[config.mk]
export PLATFORM = sky130hd
export DESIGN_NAME = alarme_porta
export DESIGN_NICKNAME = d
export VERILOG_FILES = /design/src/rtl/fechadura_pkg.sv /design/src/rtl/temporizador_porta.sv /design/src/rtl/alarme_porta.sv
export SDC_FILE = /design/constraint.sdc
export NUM_CORES = 1
export LEC_CHECK = 0
export CAP_MARGIN = 10
export CORE_ASPECT_RATIO = 0.5
export CORE_MARGIN = 2
export CORE_UTILIZATION = 45
export CTS_CLUSTER_DIAMETER = 80
export DETAILED_ROUTE_END_ITERATION = 7
export PLACE_DENSITY_LB_ADDON = 0.1
export SYNTH_ARGS = -nofsm -noshare
export SYNTH_HDL_FRONTEND = slang
export SYNTH_SLANG_ARGS = --single-unit
[constraint.sdc]
create_clock -name clk -period 4.3 [get_ports clk]
set_input_delay 0.86 -clock clk [delete_from_list [all_inputs] [get_ports clk]]
set_output_delay 0.86 -clock clk [all_outputs]
set_load 0.005 [all_outputs]
[src/rtl/fechadura_pkg.sv]
// rtl/fechadura_pkg.sv - shared door-alarm types and timeout limits
package fechadura_pkg;

   typedef enum logic [1:0] {
      FECHADA    = 2'd0,
      CONTANDO   = 2'd1,
      ALARME     = 2'd2,
      SILENCIADO = 2'd3
   } estado_porta_t;

   localparam int TEMPO_MIN = 5;
   localparam int TEMPO_MAX = 60;

endpackage

[src/rtl/temporizador_porta.sv]
// rtl/temporizador_porta.sv - one door channel: open-time counter and alarm FSM
module temporizador_porta
   import fechadura_pkg::*;
#(
   parameter int W_CNT = 16
) (
   input  logic             clk,
   input  logic             rst,
   input  logic             aberta,
   input  logic [W_CNT-1:0] limite,
   input  logic             silenciar,
   output logic             alarme,
   output logic             alarme_prox
);

   estado_porta_t    r_estado;
   estado_porta_t    w_estado_prox;
   logic [W_CNT-1:0] r_cnt;
   logic [W_CNT-1:0] w_cnt_prox;
   logic [W_CNT-1:0] w_cnt_inc;

   assign w_cnt_inc = (r_cnt == {W_CNT{1'b1}}) ? r_cnt : r_cnt + 1'b1;

   always_comb begin
      w_estado_prox = r_estado;
      w_cnt_prox    = r_cnt;
      if (!aberta) begin
         w_estado_prox = FECHADA;
         w_cnt_prox    = '0;
      end else begin
         case (r_estado)
            FECHADA: begin
               w_estado_prox = CONTANDO;
               w_cnt_prox    = {{(W_CNT-1){1'b0}}, 1'b1};
            end
            CONTANDO: begin
               w_cnt_prox = w_cnt_inc;
               // >= so a shortened timeout fires on the next edge for late counts
               if (w_cnt_inc >= limite)
                  w_estado_prox = silenciar ? SILENCIADO : ALARME;
            end
            ALARME: begin
               w_cnt_prox = w_cnt_inc;
               if (silenciar)
                  w_estado_prox = SILENCIADO;
            end
            default: begin
               w_cnt_prox = w_cnt_inc;
            end
         endcase
      end
   end

   always_ff @(posedge clk) begin
      if (rst) begin
         r_estado <= FECHADA;
         r_cnt    <= '0;
      end else begin
         r_estado <= w_estado_prox;
         r_cnt    <= w_cnt_prox;
      end
   end

   assign alarme      = (r_estado == ALARME);
   assign alarme_prox = (w_estado_prox == ALARME) && !rst;

endmodule

[src/rtl/alarme_porta.sv]
// rtl/alarme_porta.sv - multi-door open-timeout alarm with channel encoder and buzzer
module alarme_porta
   import fechadura_pkg::*;
#(
   parameter int N_PORTAS     = 2,
   parameter int CICLOS_SEG   = 1000,
   parameter int TEMPO_PADRAO = 5,
   parameter int MODO_BIP     = 0,
   parameter int PERIODO_BIP  = 250
) (
   input  logic                        clk,
   input  logic                        rst,
   input  logic [N_PORTAS-1:0]         sensor_contato,
   input  logic [N_PORTAS-1:0]         tranca,
   input  logic [5:0]                  tempo_cfg,
   input  logic                        tempo_cfg_valid,
   input  logic                        silenciar,
   output logic [N_PORTAS-1:0]         alarme_ativo,
   output logic [$clog2(N_PORTAS):0]   canal_alarme,
   output logic                        bip
);

   localparam int W_CNT   = $clog2(60*CICLOS_SEG+1);
   localparam int W_CANAL = $clog2(N_PORTAS) + 1;
   localparam int W_FASE  = $clog2(PERIODO_BIP+1);

   logic [5:0]          r_tempo;
   logic [W_CNT-1:0]    w_limite;
   logic [N_PORTAS-1:0] w_alarme;
   logic [N_PORTAS-1:0] w_alarme_prox;
   logic [W_CANAL-1:0]  w_canal_prox;
   logic [W_CANAL-1:0]  r_canal;
   logic [W_FASE-1:0]   r_fase;
   logic                r_bip;
   logic                w_alguma_prox;

   always_ff @(posedge clk) begin
      if (rst)
         r_tempo <= 6'(TEMPO_PADRAO);
      else if (tempo_cfg_valid && (tempo_cfg >= 6'(TEMPO_MIN)) && (tempo_cfg <= 6'(TEMPO_MAX)))
         r_tempo <= tempo_cfg;
   end

   assign w_limite = W_CNT'(32'(r_tempo) * CICLOS_SEG);

   genvar g;
   generate
      for (g = 0; g < N_PORTAS; g++) begin : g_canal
         temporizador_porta #(
            .W_CNT (W_CNT)
         ) u_temporizador (
            .clk         (clk),
            .rst         (rst),
            .aberta      (sensor_contato[g] && !tranca[g]),
            .limite      (w_limite),
            .silenciar   (silenciar),
            .alarme      (w_alarme[g]),
            .alarme_prox (w_alarme_prox[g])
         );
      end
   endgenerate

   // Encoder and buzzer register the next alarm vector so they track alarme_ativo edge for edge
   always_comb begin
      w_canal_prox = {W_CANAL{1'b1}};
      for (int i = N_PORTAS-1; i >= 0; i--) begin
         if (w_alarme_prox[i])
            w_canal_prox = W_CANAL'(i);
      end
   end

   assign w_alguma_prox = |w_alarme_prox;

   always_ff @(posedge clk) begin
      if (rst) begin
         r_canal <= {W_CANAL{1'b1}};
         r_fase  <= '0;
         r_bip   <= 1'b0;
      end else begin
         r_canal <= w_canal_prox;
         if (!w_alguma_prox) begin
            r_fase <= '0;
            r_bip  <= 1'b0;
         end else if (MODO_BIP == 0) begin
            r_bip <= 1'b1;
         end else if (!(|w_alarme)) begin
            r_fase <= '0;
            r_bip  <= 1'b1;
         end else if (r_fase == W_FASE'(PERIODO_BIP-1)) begin
            r_fase <= '0;
            r_bip  <= !r_bip;
         end else begin
            r_fase <= r_fase + 1'b1;
         end
      end
   end

   assign alarme_ativo = w_alarme;
   assign canal_alarme = r_canal;
   assign bip          = r_bip;

endmodule

==> results of run 1 <==
==> per-layer routing <==
metal	GRT usage, %	vias up
met5	0	-
met4	4.92	0
met3	5.15	10
met2	33.0	50
met1	27.7	1381
li1	-	1499
==> area by class of cell <==
cell class | instances | area, um^2 | area share, %
Multi-Input combinational cell | 315 | 2680 | 61.0
Sequential cell | 45 | 908 | 20.7
Timing Repair Buffer | 42 | 360 | 8.21
Clock buffer | 7 | 154 | 3.51
Inverter | 38 | 143 | 3.25
Tap cell | 112 | 140 | 3.19
Clock inverter | 1 | 8.76 | 0.199
==> worst max-delay path, cell delays in order, from the launching register on <==
cell,delay (ns)
dfxtp_4,0.34
fa_1,0.57
inv_2,0.07
fa_1,0.48
fa_1,0.56
inv_2,0.05
ha_4,0.30
nand3_4,0.08
o2111ai_4,0.23
xnor2_2,0.12
ha_1,0.33
nand3_2,0.07
or2_4,0.22
o21a_1,0.17
maj3_2,0.30
o221ai_2,0.17
a21o_1,0.24
nor2b_4,0.16
==> cells in the mapped netlist (all sizes together), types with 2 or more instances <==
master / count / share of area [%]
nor2b: 22 / 4.0
o211ai: 2 / 0.42
nor4b: 2 / 0.48
nor2: 36 / 3.7
or2: 4 / 0.69
inv: 38 / 3.9
nor4: 7 / 1.8
a21o: 2 / 0.42
a211o: 2 / 0.48
o21ai: 8 / 1.1
ha: 45 / 16
fa: 13 / 7.2
a21boi: 2 / 0.52
clkbuf: 3 / 0.31
and2: 2 / 0.35
dfxtp: 45 / 25
xor2: 14 / 3.4
xnor2: 22 / 5.8
o2111ai: 3 / 0.73
nand4b: 2 / 0.48
nor3b: 2 / 0.42
a32oi: 2 / 0.48
nand3: 19 / 2.6
nand4: 13 / 3.2
and3: 7 / 1.2
nand2: 25 / 2.6
nand2b: 3 / 0.52
or4: 2 / 0.52
mux2i: 5 / 1.4
buf: 3 / 0.73
maj3: 2 / 0.55
nor3: 10 / 1.4
a21oi: 13 / 1.8
o21a: 6 / 1.2
and4: 4 / 0.97
==> placed cells by master, fill, tap and decap left out, types with 9 or more instances in the layout <==
cell and instances:
buf_4 24, ha_1 40, xor2_1 14, clkdlybuf4s50_1 18, nor3_1 9, dfxtp_1 41, a21oi_1 11, nor2_1 35
nand3_1 16, xnor2_1 20, nand4_1 9, fa_1 10, nor2b_1 21, inv_1 32, nand2_1 25
==> kinds of logic (layout without fill, tap and decap cells) <==
| family | count (synthesis) | count (layout) | synth area share (%) |
|---|---|---|---|
| AO/OA/AOI/OAI | 50 | 50 | 10.2 |
| XOR/XNOR | 36 | 36 | 9.24 |
| adder cells (fa/ha/maj) | 60 | 60 | 23.3 |
| buffers and inverters | 44 | 88 | 4.98 |
| flip-flops | 45 | 45 | 24.9 |
| multiplexers | 6 | 6 | 1.70 |
| AND/OR/NAND/NOR | 163 | 163 | 25.6 |
==> final timing paths <==
kind                            cells past startpoint                                     to  slack [ns]                                from
worst max register to register                     17  g_canal[0].u_temporizador.r_estado[1]       -0.21                          r_tempo[4]
worst min-delay path                                2     g_canal[0].u_temporizador.r_cnt[1]        0.51  g_canal[0].u_temporizador.r_cnt[1]
worst min register to register                      2     g_canal[0].u_temporizador.r_cnt[1]        0.51  g_canal[0].u_temporizador.r_cnt[1]
worst max-delay path                               17  g_canal[0].u_temporizador.r_estado[1]       -0.21                          r_tempo[4]
==> through the flow <==
step	area, um^2	util [%]	TNS, ns
2_1_floorplan	3690	-	-0.000797
6_report	4390	55.7	-1.11
3_3_place_gp	4110	52.1	-0.816
5_1_grt	4390	55.7	-2.55
4_1_cts	4340	55.0	-0.765
3_5_place_dp	4110	52.1	-1.12
==> state kept, by name (all words and copies together), names as in the netlist <==
signal	cells
bip	1
g_canal.u_temporizador.r_estado	4
r_tempo	6
canal_alarme	2
g_canal.u_temporizador.r_cnt	32
==> power groups by stage <==
stage                     Sequential (mW)  Combinational [mW]  Clock, mW
after CTS                           0.427               0.811      0.427
after floorplan                     0.439               0.499          0
after global routing                0.428               0.974      0.454
final                               0.427               0.880      0.421
after detailed placement            0.437               0.743          0
after global placement              0.436               0.713          0
==> timing repair <==
| action | 4_1_cts | 5_1_grt |
|---|---|---|
| pin swaps | 27 | 23 |
| gates cloned | 0 | 0 |
| gates resized for setup | 11 | 8 |
| setup endpoints to repair | 7 | 7 |
| setup buffers | 3 | 2 |
| hold buffers | 0 | 0 |
==> flow_summary.yaml, run 1 <==
yosys:
  netlist_area_um2: 3610
  synth-seq-area-share_pct: 24.9
  async_flop_share_pct: 0
  yosys_warnings: 0
  synthFlopType: "dfxtp_1"
  synth_edf_count: 0
  synth_cell_types: 58
  avgSynthCellArea_um2: 8.95
  synth_cells: 404
  ys_ff_latch: 45
  syn_nets: 476
sta:
  tightestPinTransition_ns: 0.565
  rsz0062_at_grt: "true"
  slew_viol_final: 0
  slew_headroom_pct: 62.3
  fin_ws_ns: -0.211
  whs_ns: 0.507
  hold_viol: 0
  finalSetupViolations: 6
  max_freq_mhz: 222
  finalClockSkew_ns: 0.00454
  finalCritPeriodShare_pct: 105
  finalCriticalPeriod_ns: 4.51
setup_path:
  cp-start-kind: "register"
  critPathRequiredTime_ns: 4.54
  critPathCaptureType: "register"
  cp.arrival_ns: 4.75
  crit_fanout: 5
  path_class: "register to register"
routing:
  routed_wl_um: 8290
  avgViaCountPerCell: 5.25
  met3_length_um: 317
  topRoutingLayerUsed: "met4"
  dr_total_vias: 2940
  ant_nets: 0
  met2_length_um: 3720
  wl_per_cell_um: 14.8
  remaining_drc_errors: 0
  met1_length_um: 4150
  drt-initial-drc-count: 164
  dr.pass1.iters: 4
die:
  start_util_pct: 45.8
  rows: 23
  pin_count: 19
  die_y_um: 67.4
  die_area_um2: 8810
  die_w_um: 131
  core_um2: 7890
finish:
  final_cells: 560
  syn2layout_area_growth_pct: 21.5
  num-nets-final: 519
  fillers: 730
  n_antenna_cell: 0
  drive_gt1_share_pct: 18.1
grt:
  grt_max_degree: 17
  track_usage_pct: 20.4
  antenna_found_initial: 0
  grt_pass1_vias: 2847
  grt.overflow.total: 0
  grt_pass1_wl_um: 13500
place:
  dp_hpwl_um: 6510
  placed_cells: 547
  port_buffers: 18
  gp_congestion: 0.886
  pre_cts_ws_ns: -0.228
pwr:
  pwr-share-seq_pct: 24.7
  p_sw_mw: 0.619
  fin_total_pwr_mw: 1.73
  p_per_area_nw_per_um2: 394
  switching_share_pct: 35.8
  p_int_mw: 1.11
  clkPwrFrac_pct: 24.3
  pwr-share-comb_pct: 50.9
  ir_drop_v: 0.000178
  power_leakage_nw: 1.85
clocking:
  clk_pin_slew_ns: 0.06
  cts_tree: "built"
  cts_root_buf: "clkbuf_16"
  clockBufferDepth: 2
  cts_buffers: 5
  clock_latency_ns: 0.29
  cts.sinks: 45
  h-tree-depth: 2
status:
  run_status: "complete, but fails checks"
  violations: "negative setup slack"
hold_path:
  hold_class: "register to register"
run:
  maxCapViolCount: 0
No activity file was read; power rests on OpenSTA's default activity.
==> run 2: changes to the inputs <==
Settings changed: CTS_CLUSTER_SIZE set to 12.
==> results of run 2 <==
No change in the layout: final DEF, timing and power equal those of run 1.
==> run 3: changes to the inputs <==
Settings changed: PLACE_DENSITY set to 0.64, PLACE_DENSITY_LB_ADDON 0.1 to not set.
==> run 3 against run 2 <==
Effect of this change: the flow still finishes with violations (negative setup slack); routed wire length fell by 5.7%; total power rose by 1.0%; core utilization rose by 0.76 points; final area rose by 1.4%; clock skew barely moved; highest routed layer unchanged.
==> flow_summary.yaml, run 3 (same netlist as run 1, synthesis figures left out) <==
run:
  maxCapViolCount: 0
pwr:
  ir_drop_v: 0.000210
  power_leakage_nw: 1.88
  p_per_area_nw_per_um2: 392
status:
  run_status: "complete, but fails checks"
  violations: "negative setup slack"
setup_path:
  crit_fanout: 7
  cp.arrival_ns: 4.75
  r2r-end: "g_canal[1].u_temporizador.r_estado[0]"
  crit_buf_inv: 4
  ff2ff_setup_slack_ns: -0.26
  path_class: "register to register"
  cp-start-kind: "register"
  cp_top_family: "adder cells"
  crit_slowest_cell: "fa_2"
  critPathRequiredTime_ns: 4.49
  cp_common_cell: "buf_4"
  critPathCaptureType: "register"
  r2r_start: "r_tempo[0]"
  path_cells: "fa_2 -> ha_4 -> fa_1 -> ha_4 -> fa_2 -> a21oi_4 -> buf_4 -> buf_4 -> buf_4 -> buf_4 -> o2111ai_2 -> o31ai_4 -> xnor2_4 -> xnor2_1 -> o211a_1 -> o21a_4 -> o31a_1"
  worstRegToRegCells: 17
  cp_slowest_stage_delay_ns: 0.62
clocking:
  cts_tree: "built"
  cts_hold_buf: 0
  cts_buffers: 5
  clock_latency_ns: 0.30
  cts.sinks: 45
  clockBufferDepth: 2
  cts_root_buf: "clkbuf_16"
  h-tree-depth: 2
  clk_pin_slew_ns: 0.07
sta:
  rsz0062_at_grt: "true"
  finalCritPeriodShare_pct: 106
  finalCriticalPeriod_ns: 4.56
  tightestPinTransition_ns: 0.605
  finalSetupViolations: 7
  hold_viol: 0
  finalClockSkew_ns: 0.00480
  whs_ns: 0.473
  max_freq_mhz: 219
  slew_headroom_pct: 59.6
  fin_ws_ns: -0.259
  slew_viol_final: 0
hold_path:
  hold_path_startpoint: "g_canal[0].u_temporizador.r_cnt[1]"
  min_path_cells: 2
  hold_class: "register to register"
  hold_end: "g_canal[0].u_temporizador.r_cnt[1]"
place:
  pre_cts_ws_ns: -0.250
  dp_hpwl_um: 6030
  dpl_cell_area_um2: 4100
  gp_congestion: 0.834
  port_buffers: 18
  placed_cells: 546
finish:
  multi_input_area_um2: 2720
  final_cell_mix: "ha_1 (40), dfxtp_1 (40), nor2_1 (36)"
  final_cell_area_um2: 4450
  reg.largest.list: "g_canal.u_temporizador.r_cnt: 32 flops, r_tempo: 6 flops, g_canal.u_temporizador.r_estado: 4 flops"
  largest_reg_flops: 32
  drive_gt1_share_pct: 19.9
  fillers: 741
  syn2layout_area_growth_pct: 23.1
  seqCellArea_um2: 910
  num-nets-final: 523
  n_antenna_cell: 0
  final_cells: 564
  largest_register: "g_canal.u_temporizador.r_cnt"
die:
  rows: 23
  core_um2: 7890
  die_y_um: 67.4
  die_area_um2: 8810
  start_util_pct: 45.8
  pin_count: 19
  die_w_um: 131
routing:
  routed_wl_um: 7820
  avgViaCountPerCell: 5.08
  dr.pass1.iters: 4
  wl_per_cell_um: 13.9
  drt-initial-drc-count: 127
  dr_total_vias: 2866
  ant_nets: 0
  remaining_drc_errors: 0
grt:
  grt.overflow.total: 0
  grt_max_degree: 17
  grt_use_met2_pct: 31.6
  grt_pass1_wl_um: 12900
  grt_busiest_layer: "met2"
  grtUsageMet3_pct: 3.57
  grt_pass1_vias: 2701
  use_met1_pct: 26.5
  track_usage_pct: 19.3
  antenna_found_initial: 0
[run 3: cell types whose count changed in the layout (fill, tap and decap cells not counted), sizes merged]
cell and delta:
inv +1, buf +4, clkbuf -2, clkinvlp +1
[run 3: where the power goes]
| part | switching (mW) | internal [mW] | total (mW) |
|---|---|---|---|
| clock | 0.177 | 0.217 | 0.394 |
| sequential | 0.00479 | 0.422 | 0.427 |
| combinational | 0.442 | 0.483 | 0.925 |
[run 3: worst reg2reg max path: cells and delay by family, from the launching register on]
family | cells | cell delay, ns
fa+ha+maj | 5 | 1.94
compound gates | 6 | 1.44
buf+inv | 4 | 0.40
flops | 1 | 0.33
xor+xnor | 2 | 0.32
[run 3: repair_timing]
item | CTS | global route
gates resized for setup | 10 | 16
setup endpoints to repair | 7 | 7
buffers inserted | 9 | 1
endpoints found under the hold margin | 0 | 0
pin swaps | 25 | 20
[run 3: how the worst max path moves through the flow]
stage | startpoint | to | cells after the start
final | r_tempo[0] | g_canal[1].u_temporizador.r_estado[0] | 17
after global routing | r_tempo[0] | g_canal[1].u_temporizador.r_estado[0] | 16
after CTS | r_tempo[2] | g_canal[1].u_temporizador.r_estado[0] | 17
after detailed placement | r_tempo[0] | g_canal[1].u_temporizador.r_estado[0] | 17
after global placement | r_tempo[0] | g_canal[1].u_temporizador.r_estado[0] | 17
after floorplan | r_tempo[4] | g_canal[0].u_temporizador.r_estado[1] | 17
[run 3: final cells by class]
class / count / share of cell area [%]
Clock buffer: 5 / 2.81
Clock inverter: 3 / 0.478
Inverter: 38 / 3.20
Multi-Input combinational cell: 315 / 61.1
Sequential cell: 45 / 20.4
Tap cell: 112 / 3.15
Timing Repair Buffer: 46 / 8.77
[run 3: layer usage]
| layer | part of all wire, % | routed length, um |
|---|---|---|
| met1 | 52 | 4070 |
| met2 | 43 | 3350 |
| met3 | 3.8 | 300 |
| met4 | 1.1 | 87 |
| met5 | 0 | 0 |
[run 3: stage by stage]
stage | setup TNS, ns | power (mW) | utilization [%]
3_3_place_gp | -0.770 | 1.14 | 52.0
5_1_grt | -2.47 | 1.89 | 56.4
2_1_floorplan | -0.000797 | 0.938 | -
6_report | -1.10 | 1.75 | 56.4
3_5_place_dp | -1.12 | 1.15 | 52.0
4_1_cts | -0.932 | 1.67 | 55.3
